File: src/rtl/pic_cycle_controller.sv
// Single-clock Q-phase sequencer for the PIC datapath: walks each instruction through
// Q1..Q4, issues per-phase enable strobes, handles branch/skip bubbles, hold and a retire count.
module pic_cycle_controller #(
  parameter logic [3:0] OP_NOP  = 4'h0,
  parameter logic [3:0] OP_SKIP = 4'hE,
  parameter logic [3:0] OP_GOTO = 4'hF,
  parameter int         CNT_W   = 16
) (
  input  logic             master_clk,
  input  logic             reset,
  input  logic             hold,
  input  logic [3:0]       opcode,
  input  logic             dest_f,
  input  logic             alu_zero,
  output logic [1:0]       q_phase,
  output logic             ir_load,
  output logic             f_rd,
  output logic             alu_en,
  output logic             w_we,
  output logic             f_we,
  output logic             pc_inc,
  output logic             pc_load,
  output logic             flush,
  output logic [CNT_W-1:0] retired
);

  typedef enum logic [2:0] {
    S_IDLE,
    S_Q1,
    S_Q2,
    S_Q3,
    S_Q4
  } state_t;

  state_t           state, state_nxt;
  logic             flush_q, flush_nxt;
  logic             skip_pend, skip_nxt;
  logic [CNT_W-1:0] retired_q, retired_nxt;

  logic is_goto, writes_back;
  assign is_goto     = (opcode == OP_GOTO);
  assign writes_back = !flush_q && (opcode != OP_NOP) && !is_goto;

  // NOTE: sequential state uses non-blocking assignments so every register samples
  // pre-edge values; hold simply withholds the enable so nothing advances.
  always_ff @(posedge master_clk or negedge reset) begin
    if (!reset) begin
      state     <= S_IDLE;
      flush_q   <= 1'b0;
      skip_pend <= 1'b0;
      retired_q <= '0;
    end else if (!hold) begin
      state     <= state_nxt;
      flush_q   <= flush_nxt;
      skip_pend <= skip_nxt;
      retired_q <= retired_nxt;
    end
  end

  // NOTE: every always_comb output gets a default first, so no path can infer a latch.
  always_comb begin
    state_nxt   = state;
    flush_nxt   = flush_q;
    skip_nxt    = skip_pend;
    retired_nxt = retired_q;
    unique case (state)
      S_IDLE: state_nxt = S_Q1;
      S_Q1:   state_nxt = S_Q2;
      S_Q2:   state_nxt = S_Q3;
      S_Q3: begin
        state_nxt = S_Q4;
        skip_nxt  = (opcode == OP_SKIP) && alu_zero && !flush_q;
      end
      S_Q4: begin
        state_nxt = S_Q1;
        // A bubble never spawns another bubble, whatever opcode it carried.
        flush_nxt = skip_pend || (is_goto && !flush_q);
        skip_nxt  = 1'b0;
        if (!flush_q) retired_nxt = retired_q + CNT_W'(1);
      end
      default: state_nxt = S_IDLE;
    endcase
  end

  always_comb begin
    q_phase = 2'd0;
    ir_load = 1'b0;
    f_rd    = 1'b0;
    alu_en  = 1'b0;
    w_we    = 1'b0;
    f_we    = 1'b0;
    pc_inc  = 1'b0;
    pc_load = 1'b0;
    unique case (state)
      S_Q1: q_phase = 2'd0;
      S_Q2: q_phase = 2'd1;
      S_Q3: q_phase = 2'd2;
      S_Q4: q_phase = 2'd3;
      default: q_phase = 2'd0;
    endcase
    if (!hold) begin
      unique case (state)
        S_Q1: ir_load = 1'b1;
        S_Q2: f_rd    = 1'b1;
        S_Q3: alu_en  = 1'b1;
        S_Q4: begin
          pc_inc  = !is_goto || flush_q;
          pc_load = is_goto && !flush_q;
          w_we    = writes_back && !dest_f;
          f_we    = writes_back && dest_f;
        end
        default: ;
      endcase
    end
  end

  assign flush   = flush_q;
  assign retired = retired_q;

endmodule

File: config.mk
export PLATFORM = sky130hd
export DESIGN_NAME = pic_cycle_controller
export DESIGN_NICKNAME = d
export VERILOG_FILES = /design/src/rtl/pic_cycle_controller.sv
export SDC_FILE = /design/constraint.sdc
export NUM_CORES = 1
export LEC_CHECK = 0
export CAP_MARGIN = 25
export CORE_MARGIN = 4
export CORE_UTILIZATION = 45
export CTS_CLUSTER_SIZE = 20
export DETAILED_ROUTE_END_ITERATION = 6
export PLACE_DENSITY = 0.89
export SLEW_MARGIN = 30
export SYNTH_ARGS = -nofsm -noshare
export SYNTH_HDL_FRONTEND = slang
export SYNTH_SLANG_ARGS = --single-unit
File: constraint.sdc
create_clock -name master_clk -period 3.21 [get_ports master_clk]
set_clock_uncertainty 0.2 [all_clocks]
set_input_delay 0.963 -clock master_clk [delete_from_list [all_inputs] [get_ports master_clk]]
set_output_delay 0.963 -clock master_clk [all_outputs]
set_load 0.005 [all_outputs]
==> summary.md, run 1 <==
| Metric | Value |
|---|---|
| Status | complete, but fails checks |
| Failing checks | setup timing |
| First-pass DRT Iterations | 4 |
| Via count | 965 |
| RSZ-0062 raised after global routing | yes |
| Startpoint Class | primary input |
| Slew Viols, Final | 0 |
| H-tree level count | 1 |
| CP Max Fanout | 2 |
| N_diodes | 0 |
| Crit path capture type | primary output |
| Endpoints failing setup | 3 |
| # DRC | 0 |
| Antenna-violating nets left | 0 |
| Post-synth EDFFs | 0 |
| Clk_lat worst skew | 0.31 ns |
| Avg Cell Area, Syn | 10.3 um^2 |
| Max Root-Sink Buffers | 2 |
| Cell mode on critical path | buf_6 |
| Met3 global-route usage | 3.68% |
| Power Density | 449 mW/mm^2 |
| Arrival @ worst endpoint | 2.13 ns |
| Synth top area share | 49.1% |
| Min Clock Period, post-route | 3.29 ns |
| Unique cell type count in the Yosys netlist | 31 |
| Met2 Usage GRT | 31.8% |
| Core Area | 0.00223 mm^2 |
| Post-Place Worst Slack | -0.779 ns |
| Largest net degree at the start of global routing | 22 |
| Total wire length | 2570 um |
| Tot Pwr | 710 uW |
| Initial drt markers | 24 |
| Leak | 0.000746 uW |
| Predominant post-synthesis flop cell | dfrtp_1 |
| Final nets | 165 |
| # port buffers | 34 |
| FF+latch count, synth | 21 |
| RD Place Congestion | 0.748 |
| Post-Syn Nets | 114 |
| # IOs | 35 |
| Fin worst setup slack | -0.0790 ns |
| Max incr delay on CP | 0.53 ns |
| CTS root buf | clkbuf_4 |
| Post-DP HPWL | 1940 um |
| Layout Cell Area excl Fill | 0.00158 mm^2 |
| Die Area | 0.00322 mm^2 |
| Worst EP required | 2.05 ns |
| Hold WC Path Type | register to register |
| Synth warn | 0 |
| Worst slew pin tran | 0.459 ns |
| First-pass GRT wire length | 4520 um |
| Antenna violations before repair | 0 |
| Synth area leaders | dfrtp_1, xnor2_1, nand4_1, nand3_1, and3_1 |
| CTS tree | done |
| Tcrit/Tclk final | 102% |
| Post-synth ARST share | 100% |
| Cell Chain, Critical Path | buf_6 -> or4b_4 -> buf_6 -> nor2_4 -> nand3_2 -> nor2_1 -> buf_2 |
| Starting density of the core | 48.0% |
| CTS Sinks | 21 |
| Dpl cell area | 0.00151 mm^2 |
| Register area share after synthesis | 49.1% |
| Worst vdd ir | 0.000274 V |
| Die height | 56.8 um |
| Wire per inst | 14.1 um |
| M1 GR Usage | 20.6% |
| Max-cap violations | 0 |
| Gate Count Post-Synth | 104 |
| Core Rows | 17 |
| Clock buffer count from CTS | 3 |
| Area growth from synthesis to layout | 47.4% |
| Final Hold Violating Endpoints | 0 |
| Slowest stage cell, crit path | or4b_4 |
| Slew headroom | 69.3% |
| Grt ovf | 0 |
| Layout cells sized above 1 | 20.1% |
| Crit Path Class | primary input to primary output |
| F_max | 0.304 GHz |
| Busiest grt layer | met2 |
| Via/cell ratio | 5.30 |
| Number of global-route vias before repair | 1026 |
| Most frequent cell after synthesis | dfrtp_1 |
| Clock-pin slew on the worst setup and hold paths | 0.13 ns |
| GRT Util Overall | 17.3% |
| Die W | 56.8 um |
| Most instantiated cells after synthesis | dfrtp_1, xnor2_1, nand4_1 |
| Register-to-register setup slack | 1.07 ns |
| Cell area after synthesis | 0.00107 mm^2 |
| Synth area leader | dfrtp_1 |
-- state kept, by name (all words and copies together), names as in the netlist --
register   cells
flush          1
skip_pend      1
state          3
retired       16
-- worst paths after layout --
| path | from | end | cells past startpoint |
|---|---|---|---|
| hold reg to reg | retired[15]$_DFFE_PN0P_ | retired[15]$_DFFE_PN0P_ | 1 |
| setup reg to reg | state[2]$_DFFE_PN0N_ | retired[12]$_DFFE_PN0P_ | 6 |
| max in group asynchronous | reset | retired[13]$_DFFE_PN0P_ | 2 |
| hold / removal | retired[15]$_DFFE_PN0P_ | retired[15]$_DFFE_PN0P_ | 1 |
| setup / recovery | hold | w_we | 7 |
| min in group asynchronous | reset | retired[6]$_DFFE_PN0P_ | 2 |
-- metal layers --
layer / up-vias / wire, um
li1: 472 / -
met1: 469 / 1070
met2: 24 / 1390
met3: 0 / 115
met4: 0 / 0
met5: - / 0
-- worst max-delay path, delay by kind of cell --
family | cells | cell delay [ns]
buffers and inverters | 3 | 0.36
AND/OR/NAND/NOR | 4 | 0.80
-- placed cells by master (no fill, tap or decap) --
master / netlist / routed
a211oi_1: 1 / 1
a21o_1: 2 / 2
a21oi_1: 3 / 3
a221oi_1: 1 / 1
and3_1: 5 / 5
buf_2: 1 / 4
buf_4: 0 / 13
buf_6: 2 / 4
clkbuf_1: 1 / 1
clkbuf_4: 0 / 3
clkdlybuf4s50_1: 0 / 24
dfrtp_1: 21 / 21
dlygate4sd2_1: 0 / 2
dlymetal6s2s_1: 0 / 3
ha_1: 1 / 1
inv_1: 3 / 3
mux2_1: 1 / 1
mux2i_1: 1 / 1
nand2_1: 6 / 6
nand2b_1: 2 / 2
nand3_1: 8 / 7
nand3_2: 0 / 1
nand4_1: 9 / 9
nand4b_1: 1 / 1
nor2_1: 8 / 7
nor2_2: 1 / 1
nor2_4: 1 / 2
nor3_1: 2 / 2
nor3_4: 1 / 1
nor3b_1: 1 / 1
nor4_1: 1 / 1
o21ai_0: 2 / 2
o21ai_1: 1 / 1
or4_4: 0 / 1
or4b_4: 0 / 1
xnor2_1: 14 / 14
xor2_1: 1 / 1
-- cell type report --
type / count / area [um^2]
timing repair buffer: 50 / 458
tap: 28 / 35.0
inverter: 3 / 11.3
clock buffer: 4 / 26.3
multi-input combinational: 76 / 523
fill: 177 / 654
sequential: 21 / 526
-- logic make-up (layout without fill, tap and decap cells) --
family	count (synthesis)	in the layout	share of synthesized area [%]
and+or+nand+nor	48	48	25.8
buffers and inverters	7	57	3.97
xor gates and xnor gates	15	15	12.3
DFF	21	21	49.1
AOI/OAI and AO/OA	10	10	5.72
muxes	2	2	1.99
adders and majority gates	1	1	1.17
-- metrics by stage --
stage	setup TNS [ns]	hold slack, ns	std cells	utilization [%]
after floorplan	0	0.268	104	-
after global placement	-3.89	0.259	175	67.7
after detailed placement	-4.18	0.266	175	67.7
after CTS	-0.221	0.283	182	70.4
after global routing	-0.288	0.315	182	70.7
final	-0.181	0.279	182	70.7
-- timing repair --
| item | 4_1_cts | 5_1_grt |
|---|---|---|
| gates resized for setup | 31 | 3 |
| setup buffers | 3 | 0 |
| pin swaps | 9 | 5 |
| endpoints found under the hold margin | 0 | 0 |
| setup endpoints to repair | 7 | 6 |
| hold buffers | 0 | 0 |
-- power breakdown --
part,switching (uW),internal (uW)
clock network,79.8,48.4
logic,91.0,139
registers,54.9,297
total,226,484
No activity file was read; power rests on OpenSTA's default activity.
==> run 2, diff against run 1 <==
--- a/config.mk
+++ b/config.mk
@@ -8,6 +8,7 @@
 export CAP_MARGIN = 25
 export CORE_MARGIN = 4
 export CORE_UTILIZATION = 45
+export CTS_CLUSTER_DIAMETER = 30
 export CTS_CLUSTER_SIZE = 20
 export DETAILED_ROUTE_END_ITERATION = 6
 export PLACE_DENSITY = 0.89
==> results of run 2 <==
No change in the layout: final DEF, timing and power equal those of run 1.
==> run 3, diff against run 2 <==
--- a/config.mk
+++ b/config.mk
@@ -6,6 +6,7 @@
 export NUM_CORES = 1
 export LEC_CHECK = 0
 export CAP_MARGIN = 25
+export CORE_ASPECT_RATIO = 1.5
 export CORE_MARGIN = 4
 export CORE_UTILIZATION = 45
 export CTS_CLUSTER_DIAMETER = 30
@@ -16,3 +17,4 @@
 export SYNTH_ARGS = -nofsm -noshare
 export SYNTH_HDL_FRONTEND = slang
 export SYNTH_SLANG_ARGS = --single-unit
+export TNS_END_PERCENT = 50
==> run 3 against run 2 <==
- the run now ends clean
- sequential share of layout area up 0.24 points
- core utilization shrank 1.3 points
- highest routed layer is now met4
- via count rose by 0.31%
- worst setup slack better by 0.10 ns
- design area decreased by 0.71%
- non-clock buffer count down 1
- die area grew 0.50%
==> summary.md, run 3 (synthesis results as in run 1) <==
| Metric | Value |
|---|---|
| Status | completed |
| Critical path launch point | opcode[0] |
| Die height | 67.8 um |
| Power share of the combinational group | 33.5% |
| Grt ovf | 0 |
| Worst vdd ir | 0.000441 V |
| Core Util, Final | 69.4% |
| N_diodes | 0 |
| CTS tree | done |
| Power Density | 457 mW/mm^2 |
| Clk_lat worst skew | 0.30 ns |
| Max Root-Sink Buffers | 2 |
| Area growth from synthesis to layout | 46.4% |
| Switch Pwr | 231 uW |
| Sw Share | 32.3% |
| Largest net degree at the start of global routing | 22 |
| Endpoints failing setup | 0 |
| Fillers | 189 |
| Starting density of the core | 47.4% |
| Via count | 968 |
| Core Rows | 21 |
| F_max | 0.314 GHz |
| # IOs | 35 |
| Commonest non-fill, non-tap cell in the layout | clkdlybuf4s50_1 |
| Slew headroom | 72.2% |
| Commonest cells after routing, fill and taps aside | clkdlybuf4s50_1, dfrtp_1, xnor2_1, buf_4, nand4_1 |
| # DRC | 0 |
| # port buffers | 34 |
| Worst EP required | 2.05 ns |
| Worst slew pin tran | 0.415 ns |
| Max-cap violations | 0 |
| Max reg flops | 16 |
| CTS Hold Buffers Added | 0 |
| Fin worst setup slack | 0.0225 ns |
| Tot Pwr | 716 uW |
| Arrival @ worst endpoint | 2.02 ns |
| Final Hold Violating Endpoints | 0 |
| Min Clock Period, post-route | 3.19 ns |
| Post-DP HPWL | 2040 um |
| Leak | 0.000729 uW |
| Clock buffer count from CTS | 3 |
| Number of global-route vias before repair | 1034 |
| CTS Sinks | 21 |
| Tcrit/Tclk final | 99.3% |
| Initial drt markers | 24 |
| Seq pwr share | 49.1% |
| First-pass DRT Iterations | 4 |
| Layout cells sized above 1 | 22.2% |
| RSZ-0062 raised after global routing | yes |
| Clock-pin slew on the worst setup and hold paths | 0.11 ns |
| Final nets | 164 |
| CTS root buf | clkbuf_4 |
| Post-Place Worst Slack | -0.724 ns |
| CP Max Fanout | 2 |
| Die Area | 0.00324 mm^2 |
| Die W | 47.8 um |
| Start of the worst register-to-register path | state[0]$_DFFE_PN0N_ |
| Core Area | 0.00226 mm^2 |
| Total wire length | 2620 um |
| Pint | 485 uW |
| Via/cell ratio | 5.50 |
| Startpoint Class | primary input |
| Crit Path Class | primary input to primary output |
| First-pass GRT wire length | 4510 um |
| RD Place Congestion | 0.802 |
| Antenna-violating nets left | 0 |
| Antenna violations before repair | 0 |
| H-tree level count | 1 |
| Wire per inst | 14.9 um |
| Hold WC Path Type | register to register |
| Slew Viols, Final | 0 |
| Hold path startpoint | retired[15]$_DFFE_PN0P_ |
| GRT Util Overall | 19.4% |
| Crit path capture type | primary output |
| Clk network pwr share | 17.4% |
==> run 3: cell type report <==
type,instances,area [um^2],area share [%]
multi-input cells,76,538,34.3
inverters,3,11.3,0.718
repair buffers,49,438,27.9
well taps,23,28.8,1.84
flip-flops and latches,21,526,33.5
clock buffers,4,26.3,1.68
==> run 3: power by group through the flow <==
| stage | logic [uW] | registers, uW | clock network, uW |
|---|---|---|---|
| CTS | 243 | 351 | 129 |
| detailed placement | 233 | 353 | 0 |
| floorplan | 121 | 330 | 0 |
| global placement | 225 | 352 | 0 |
| global route | 267 | 358 | 140 |
| finish | 240 | 351 | 124 |
==> run 3: repair_timing <==
item                                    4_1_cts  5_1_grt
setup buffers                                 1        0
endpoints found under the setup margin        7        4
pin swaps                                     6        3
gates resized for setup                      35        2
==> run 3: worst paths after layout <==
check                                     endpoint  slack (ns)  cells past startpoint
hold reg to reg            retired[15]$_DFFE_PN0P_        0.28                      1
setup / recovery                              f_we        0.02                      5
max in group asynchronous   retired[6]$_DFFE_PN0P_        1.80                      2
hold / removal             retired[15]$_DFFE_PN0P_        0.28                      1
min in group asynchronous  retired[12]$_DFFE_PN0P_        0.80                      2
setup reg to reg           retired[10]$_DFFE_PN0P_        1.13                      6
==> run 3: metal layers <==
metal  GRT usage [%]  share of wire [%]  up-vias
met2            34.1                 54       36
li1                -                  -      468
met5               0                  0        -
met4            8.08                2.2        0
met1            21.5                 38      458
met3            3.73                6.1        6
==> run 3: critical path: stages <==
cell	delay, ns
dlygate4sd2_1	0.24
or4_4	0.55
nand3_2	0.10
nor2_1	0.05
buf_2	0.12
==> run 3: metrics by stage <==
stage          hold WS, ns  instance area, um^2  TNS [ns]  instances
6_report             0.281                 1570         0        176
5_1_grt              0.325                 1570  -0.00376        176
4_1_cts              0.290                 1560   -0.0181        176
3_5_place_dp         0.270                 1510     -4.04        171
3_3_place_gp         0.263                 1510     -3.79        171
2_1_floorplan        0.268                 1070         0        104
==> RTL change (settings of run 3) <==
Set the parameter `CNT_W` to 18 (it was 16).
--- a/src/rtl/pic_cycle_controller.sv
+++ b/src/rtl/pic_cycle_controller.sv
@@ -4,7 +4,7 @@
   parameter logic [3:0] OP_NOP  = 4'h0,
   parameter logic [3:0] OP_SKIP = 4'hE,
   parameter logic [3:0] OP_GOTO = 4'hF,
-  parameter int         CNT_W   = 16
+  parameter int         CNT_W   = 18
 ) (
   input  logic             master_clk,
   input  logic             reset,
Interface: changed (resized retired); port bits go from 35 to 37. The function was not compared with the original's and may differ.
==> RTL change against run 3 <==
Sequential cell count increased by 2; combinational power is essentially flat; total power grew 2.1%; routed wire length rose by 2.6%; final cell count is 6.3% higher; die area increased by 7.8%; final area up 6.1%; clock power increased by 6%; worst setup slack gained 0.0093 ns; area after synthesis increased by 9.1%; critical path type unchanged; critical endpoint is now w_we; largest cell class is now sequential cells.
==> RTL change: results <==
{
  "grtUsageMet1_pct": 15.12,
  "met3_usage_pct": 3.838,
  "grt_max_degree": 24,
  "rrSetupSlack_ns": 0.91,
  "synth-seq-area-share_pct": 49.25,
  "p_leak_nw": 0.7880,
  "ys_top_cells_by_count": "dfrtp_1 (23), xnor2_1 (15), nor2_1 (11), nand2_1 (10), nand3_1 (9)",
  "ctsResizeCount": 27,
  "slew_headroom_pct": 72.79,
  "run_status": "finished clean",
  "fillers": 196,
  "drt_iter0_markers": 15,
  "endpoint": "w_we",
  "worst_r2r_endpoint": "retired[17]",
  "grt_first_pass_wirelength_um": 4478,
  "critPathMaxFanout": 3,
  "synthTopCellsByArea": "dfrtp_1 (49%), xnor2_1 (11%), nand4_1 (4.3%), nand3_1 (3.9%), nor2_1 (3.5%)",
  "globalRouteTotalUtil_pct": 16.23,
  "fin_nets": 174,
  "r2r_cells": 7,
  "grt_util_met2_pct": 31.81,
  "irDropWorstVdd_uv": 346.3,
  "io_buffers": 36,
  "firstDrtPassIters": 3,
  "netSwitchingFraction_pct": 31.36,
  "cp_slowest_stage_delay_ns": 0.53
}
==> RTL change: cell count changes after synthesis, moves of 2 or more <==
cell | run 3 | this run
dfrtp_1 | 21 | 23
nand2_1 | 6 | 10
nor2_1 | 8 | 11
xor2_1 | 1 | 3
==> RTL change: cell families after synthesis <==
group / synth area share (%)
buffers and inverters: 5.245
AND/OR/NAND/NOR: 26.13
AO/OA/AOI/OAI: 3.854
XOR/XNOR: 13.49
multiplexers: 0.9635
flip-flops: 49.25
adder cells (fa/ha/maj): 1.070
==> RTL change: through the flow <==
stage / worst slack [ns] / total power [mW] / setup TNS (ns) / std cells / util, %
5_1_grt: -0.02517 / 0.7790 / -0.02517 / 187 / 67.12
6_report: 0.03174 / 0.7307 / 0 / 187 / 67.12
3_5_place_dp: -0.7444 / 0.5980 / -3.908 / 181 / 65.15
2_1_floorplan: -0.01808 / 0.4862 / -0.03554 / 115 / -
4_1_cts: -0.001863 / 0.7345 / -0.001863 / 187 / 66.67
3_3_place_gp: -0.6897 / 0.5863 / -3.533 / 181 / 65.15
==> RTL change: layer usage <==
layer	up-vias	routed length, µm
met3	4	135
met2	31	1521
met1	501	988
met5	-	0
li1	494	-
met4	0	38
==> RTL change: layout make-up <==
class                   instances  area share, %
inverters                       3         0.6772
flip-flops and latches         23          34.61
well taps                      24          1.806
repair buffers                 50          27.24
clock buffers                   4          1.580
multi-input cells              83          34.09
==> RTL change: power groups by stage <==
| stage | Clock (mW) | Combinational (mW) | Sequential (mW) |
|---|---|---|---|
| finish | 0.132 | 0.240 | 0.359 |
| global route | 0.147 | 0.266 | 0.366 |
| CTS | 0.136 | 0.239 | 0.360 |
| detailed placement | 0 | 0.234 | 0.364 |
| global placement | 0 | 0.224 | 0.362 |
| floorplan | 0 | 0.143 | 0.343 |
